## config.mk

```make
export PLATFORM = sky130hd
export DESIGN_NAME = sram_arbiter
export DESIGN_NICKNAME = d
export VERILOG_FILES = /design/src/rtl/sram_arbiter.sv
export SDC_FILE = /design/constraint.sdc
export NUM_CORES = 1
export LEC_CHECK = 0
export ABC_AREA = 1
export CAP_MARGIN = 20
export CORE_MARGIN = 3
export CORE_UTILIZATION = 33
export CTS_BUF_LIST = sky130_fd_sc_hd__clkbuf_16
export CTS_CLUSTER_DIAMETER = 200
export DETAILED_ROUTE_END_ITERATION = 12
export PLACE_DENSITY = 0.88
export SETUP_SLACK_MARGIN = 0.5
export SLEW_MARGIN = 20
export SYNTH_ARGS = -nofsm -noshare
export SYNTH_HDL_FRONTEND = slang
export SYNTH_SLANG_ARGS = --single-unit
```

## constraint.sdc

```tcl
create_clock -name clk -period 4.7 [get_ports clk]
set_clock_uncertainty 0.1 [all_clocks]
set_input_delay 0.94 -clock clk [delete_from_list [all_inputs] [get_ports clk]]
set_output_delay 0.94 -clock clk [all_outputs]
set_load 0.01 [all_outputs]
```

## src/rtl/sram_arbiter.sv

```systemverilog
// sram_arbiter
// Two-requester round-robin arbiter in front of a single sram_top request
// port. The granted request is forwarded combinationally and the grant is
// held while the downstream side stalls. Each accepted read pushes its
// owner id into a small tag FIFO, so in-order read returns are steered back
// to the requester that issued them.
//
// Ports
//   clk, reset_            system clock, async active-low reset
//   mN_req/rd/addr/be/     requester N request; fields held until mN_ready
//     wr_data
//   mN_ready               requester N transfer accepted this cycle
//   mN_rd_data_vld/data    read return for requester N (data broadcast)
//   sram_req/rd/addr/be/   downstream request, sram_ready accepts it
//     wr_data, sram_ready
//   sram_rd_data_vld/data  downstream in-order read return
//   err_orphan             sticky: a return arrived with no read outstanding
module sram_arbiter #(
  parameter int TAG_DEPTH = 4,
  parameter int AW        = 18,
  parameter int DW        = 16
) (
  input  logic          clk,
  input  logic          reset_,
  input  logic          m0_req,
  output logic          m0_ready,
  input  logic          m0_rd,
  input  logic [AW-1:0] m0_addr,
  input  logic [1:0]    m0_be,
  input  logic [DW-1:0] m0_wr_data,
  output logic          m0_rd_data_vld,
  output logic [DW-1:0] m0_rd_data,
  input  logic          m1_req,
  output logic          m1_ready,
  input  logic          m1_rd,
  input  logic [AW-1:0] m1_addr,
  input  logic [1:0]    m1_be,
  input  logic [DW-1:0] m1_wr_data,
  output logic          m1_rd_data_vld,
  output logic [DW-1:0] m1_rd_data,
  output logic          sram_req,
  input  logic          sram_ready,
  output logic          sram_rd,
  output logic [AW-1:0] sram_addr,
  output logic [1:0]    sram_be,
  output logic [DW-1:0] sram_wr_data,
  input  logic          sram_rd_data_vld,
  input  logic [DW-1:0] sram_rd_data,
  output logic          err_orphan
);

  localparam int PW = (TAG_DEPTH > 1) ? $clog2(TAG_DEPTH) : 1;
  localparam int CW = PW + 1;
  localparam logic [CW-1:0] FULL_CNT = CW'(TAG_DEPTH);

  logic                 lock_q, lock_d;
  logic                 lock_id_q, lock_id_d;
  logic                 last_grant_q, last_grant_d;
  logic [PW-1:0]        wr_ptr_q, wr_ptr_d;
  logic [PW-1:0]        rd_ptr_q, rd_ptr_d;
  logic [CW-1:0]        count_q, count_d;
  logic [TAG_DEPTH-1:0] tag_q, tag_d;
  logic                 err_orphan_q, err_orphan_d;

  logic gnt_vld, gnt_id, sel_req, blocked, xfer, push, pop, tags_empty, head;

  // Grant selection. Outputs are forced quiet while reset_ is low, whatever
  // the requesters happen to be driving.
  always_comb begin
    gnt_vld = 1'b0;
    gnt_id  = 1'b0;
    if (!reset_) begin
      gnt_vld = 1'b0;
    end else if (lock_q) begin
      gnt_vld = 1'b1;
      gnt_id  = lock_id_q;
    end else if (m0_req && m1_req) begin
      gnt_vld = 1'b1;
      gnt_id  = ~last_grant_q;
    end else if (m0_req) begin
      gnt_vld = 1'b1;
    end else if (m1_req) begin
      gnt_vld = 1'b1;
      gnt_id  = 1'b1;
    end
  end

  always_comb begin
    sel_req      = 1'b0;
    sram_rd      = 1'b0;
    sram_addr    = '0;
    sram_be      = '0;
    sram_wr_data = '0;
    if (gnt_vld) begin
      if (gnt_id) begin
        sel_req      = m1_req;
        sram_rd      = m1_rd;
        sram_addr    = m1_addr;
        sram_be      = m1_be;
        sram_wr_data = m1_wr_data;
      end else begin
        sel_req      = m0_req;
        sram_rd      = m0_rd;
        sram_addr    = m0_addr;
        sram_be      = m0_be;
        sram_wr_data = m0_wr_data;
      end
    end
  end

  assign tags_empty = (count_q == '0);
  assign head       = tag_q[rd_ptr_q];

  // A read may not enter with the tag FIFO full, unless a return frees a
  // slot in the same cycle.
  assign blocked  = gnt_vld && sram_rd && (count_q == FULL_CNT) && !sram_rd_data_vld;
  assign sram_req = gnt_vld && sel_req && !blocked;
  assign xfer     = sram_req && sram_ready;
  assign m0_ready = xfer && !gnt_id;
  assign m1_ready = xfer && gnt_id;

  assign push = xfer && sram_rd;
  assign pop  = sram_rd_data_vld && !tags_empty;

  assign m0_rd_data_vld = reset_ && pop && !head;
  assign m1_rd_data_vld = reset_ && pop && head;
  assign m0_rd_data     = {DW{reset_}} & sram_rd_data;
  assign m1_rd_data     = {DW{reset_}} & sram_rd_data;
  assign err_orphan     = err_orphan_q;

  always_comb begin
    lock_d    = lock_q;
    lock_id_d = lock_id_q;
    if (xfer) begin
      lock_d = 1'b0;
    end else if (sram_req) begin
      lock_d    = 1'b1;
      lock_id_d = gnt_id;
    end

    last_grant_d = xfer ? gnt_id : last_grant_q;

    tag_d    = tag_q;
    wr_ptr_d = wr_ptr_q;
    if (push) begin
      tag_d[wr_ptr_q] = gnt_id;
      wr_ptr_d        = wr_ptr_q + PW'(1);
    end
    rd_ptr_d = pop ? rd_ptr_q + PW'(1) : rd_ptr_q;

    case ({push, pop})
      2'b10:   count_d = count_q + CW'(1);
      2'b01:   count_d = count_q - CW'(1);
      default: count_d = count_q;
    endcase

    err_orphan_d = err_orphan_q | (sram_rd_data_vld && tags_empty && !push);
  end

  always_ff @(posedge clk or negedge reset_) begin
    if (!reset_) begin
      lock_q       <= 1'b0;
      lock_id_q    <= 1'b0;
      last_grant_q <= 1'b1;
      wr_ptr_q     <= '0;
      rd_ptr_q     <= '0;
      count_q      <= '0;
      tag_q        <= '0;
      err_orphan_q <= 1'b0;
    end else begin
      lock_q       <= lock_d;
      lock_id_q    <= lock_id_d;
      last_grant_q <= last_grant_d;
      wr_ptr_q     <= wr_ptr_d;
      rd_ptr_q     <= rd_ptr_d;
      count_q      <= count_d;
      tag_q        <= tag_d;
      err_orphan_q <= err_orphan_d;
    end
  end

endmodule

```

==> results.sh <==
export IMPL_io_buffers=170
export IMPL_worst_path_largest_cell_delay_ns=0.55
export IMPL_clkLatencyLatePin_ns=0.25
export IMPL_die_area_um2=6227
export IMPL_worstPathRequired_ns=3.66
export IMPL_finalSetupTns_ns=0
export IMPL_yosysSeqAreaShare_pct=21.47
export IMPL_vias=2222
export IMPL_clkSinkCount=15
export IMPL_hold_viol=0
export IMPL_postCtsSetupRepairBufs=0
export IMPL_fillers=438
export IMPL_synthesis_area_um2=1754
export IMPL_synth_top_cell_by_area="dfrtp_1"
export IMPL_vias_per_cell=4.426
export IMPL_grt_max_degree=44
export IMPL_ant_nets=0
export IMPL_die_w_um=78.91
export IMPL_gp_congestion=0.8805
export IMPL_ir_drop_v=0.0001713
export IMPL_cpMostUsedCell="inv_1"
export IMPL_layout_common_cells="clkdlybuf4s50_1 (170), nor2_1 (83), inv_1 (44)"
export IMPL_antenna_found_initial=0
export IMPL_cp_slowest_cell="clkdlybuf4s50_1"
export IMPL_multi_input_area_um2=1011
export IMPL_cts_root_buf="clkbuf_16"
export IMPL_powerDensity_nw_per_um2=331.3
export IMPL_initial_core_util_pct=35.49
export IMPL_rows=25
export IMPL_grt_ovfl_total=0
export IMPL_dp_hpwl_mm=5.750
export IMPL_synth_seq_cells=15
export IMPL_layout_commonest_cell="clkdlybuf4s50_1"
export IMPL_avgSynthCellArea_um2=6.112
export IMPL_cp_start_kind="input port"
export IMPL_ctsHoldBuffers=0
export IMPL_antenna_cells=0
export IMPL_syn2layout_area_growth_pct=97.43
export IMPL_first_iter_violations=101
export IMPL_ys_types=30
export IMPL_setup_viol=0
export IMPL_grt_pass1_wl_mm=10.94
export IMPL_worstMarginPinSlew_ns=0.4301
export IMPL_synth_top_area_share_pct=19.97
export IMPL_cap_violations=0
export IMPL_syn_inst=287
export IMPL_grt_pass1_vias=2277
export IMPL_rsz0062_at_grt="no"
export IMPL_drive_above_1_share_pct=4.828
export IMPL_period_needed_ns=4.062
export IMPL_cts_buffers=3
export IMPL_path_cells="clkdlybuf4s50_1 -> nor2_1 -> a21oi_2 -> inv_1 -> nor2_8 -> nand3_4 -> inv_1 -> nand2_1 -> inv_1 -> clkdlybuf4s50_1"
export IMPL_grt_use_total_pct=22.13
export IMPL_io_pins=171
export IMPL_htreeDepth=1
export IMPL_register_area_um2=376.6
export IMPL_dr_pass1_iters=4
export IMPL_path_clk_slew_ns=0.05
export IMPL_layout_setup_ws_ns=0.6380
export IMPL_core_um2=4942
export IMPL_dieHeight_um=78.91
export IMPL_hold_path_class="reg -> reg"
export IMPL_cts_resized=0
export IMPL_wl_per_cell_um=14.03
export IMPL_cts_tree="built"
export IMPL_clockBufferDepth=2
export IMPL_worst_path_max_fanout=4
export IMPL_critPathKind="in -> out"
export IMPL_pre_cts_ws_ns=0.6244
export IMPL_ys_top_cells_by_area="dfrtp_1 (20%), nor2_1 (18%), o21ai_0 (11%), inv_1 (9.4%), buf_4 (7.7%)"
export IMPL_status="completed"
export IMPL_drt_wl_total_mm=7.043
export IMPL_synthesis_nets=389
export IMPL_remaining_drc_errors=0
export IMPL_cp_arrival_ns=3.02
export IMPL_yosysWarnings=0
export IMPL_fmax_mhz=246.2
export IMPL_finish_net_count=538
export IMPL_worstSetupEndpointType="output port"
export IMPL_fin_crit_sh_pct=86.43
export IMPL_slew_headroom_pct=71.33
export IMPL_leakagePower_nw=1.595
export IMPL_slew_viol_final=0
==> where the power goes <==
group          leakage, nW  internal [W]  switching (W)
registers            0.167      0.000195      0.0000458
logic                 1.39      0.000358       0.000380
clock network       0.0409      0.000114      0.0000549
==> sequential cells by signal (all words and copies together), names as in the netlist <==
name and cells:
last_grant_q 1, tag_q 4, rd_ptr_q 2, lock_q 1, wr_ptr_q 2, lock_id_q 1, err_orphan 1, count_q 3
==> layout make-up <==
class                   instances  area share (%)
repair buffers                174           50.00
multi-input cells             195           29.19
flip-flops and latches         15           10.87
inverters                      47           5.202
well taps                      67           2.421
clock buffers                   3           2.168
clock inverters                 1          0.1445
==> stage by stage <==
step	hold slack, ns	cell area, um^2	instances	power (W)	utilization (%)
after detailed placement	0.3710	3383	498	0.0009774	68.46
after floorplan	0.3465	1754	287	0.0006463	-
final	0.3847	3463	502	0.001147	70.08
after CTS	0.3818	3463	502	0.001155	70.08
after global routing	0.3890	3463	502	0.001239	70.08
after global placement	0.3636	3383	498	0.0009536	68.46
==> synth_stat cells <==
cell,count
nor2_1,83
inv_1,44
o21ai_0,40
nand2_1,34
buf_4,18
dfrtp_1,14
clkbuf_1,7
nand3_1,6
buf_2,5
ha_1,5
o21bai_1,5
xor2_1,3
a21oi_1,2
nand2_2,2
nand3_4,2
nor2_8,2
nor3_1,2
a21oi_2,1
a21oi_4,1
and3_1,1
clkinv_1,1
clkinv_2,1
dfstp_2,1
fa_1,1
inv_4,1
nand4_2,1
nand4_4,1
o21ai_1,1
o32ai_1,1
xnor2_1,1
==> layer usage <==
layer | vias up | part of all wire, % | GRT usage [%]
met2 | 61 | 55 | 42.78
met3 | 17 | 4.4 | 5.896
li1 | 1155 | - | -
met4 | 0 | 2.6 | 6.701
met1 | 989 | 38 | 23.11
met5 | - | 0 | 0
==> final timing paths <==
| path | start | to | slack, ns | depth (start not counted) |
|---|---|---|---|---|
| max | m0_req | m1_ready | 0.64 | 10 |
| min | last_grant_q$_DFFE_PN1N_ | last_grant_q$_DFFE_PN1N_ | 0.38 | 2 |
| max reg2reg | last_grant_q$_DFFE_PN1N_ | count_q[2]$_DFFE_PN0P_ | 2.19 | 14 |
| min reg2reg | last_grant_q$_DFFE_PN1N_ | last_grant_q$_DFFE_PN1N_ | 0.38 | 2 |
| max in group asynchronous | reset_ | last_grant_q$_DFFE_PN1N_ | 3.12 | 2 |
| min in group asynchronous | reset_ | lock_id_q$_DFFE_PN0P_ | 1.07 | 2 |
==> worst max-delay path: cells and delay by family <==
kind	cells	cell delay, ns
buf+inv	5	1.38
simple gates	4	0.42
compound gates	1	0.27
==> cell families (layout without fill, tap and decap cells) <==
logic type                 after synthesis  in the layout  share of synthesized area [%]
and+or+nand+nor                        134            134                          34.59
AOI/OAI and AO/OA                       51             51                          16.33
xor gates and xnor gates                 4              4                          1.998
adders and majority gates                6              6                          4.708
buffers and inverters                   77            225                          20.90
DFF                                     15             15                          21.47
Note: power is estimated with default switching activity, not from simulation.
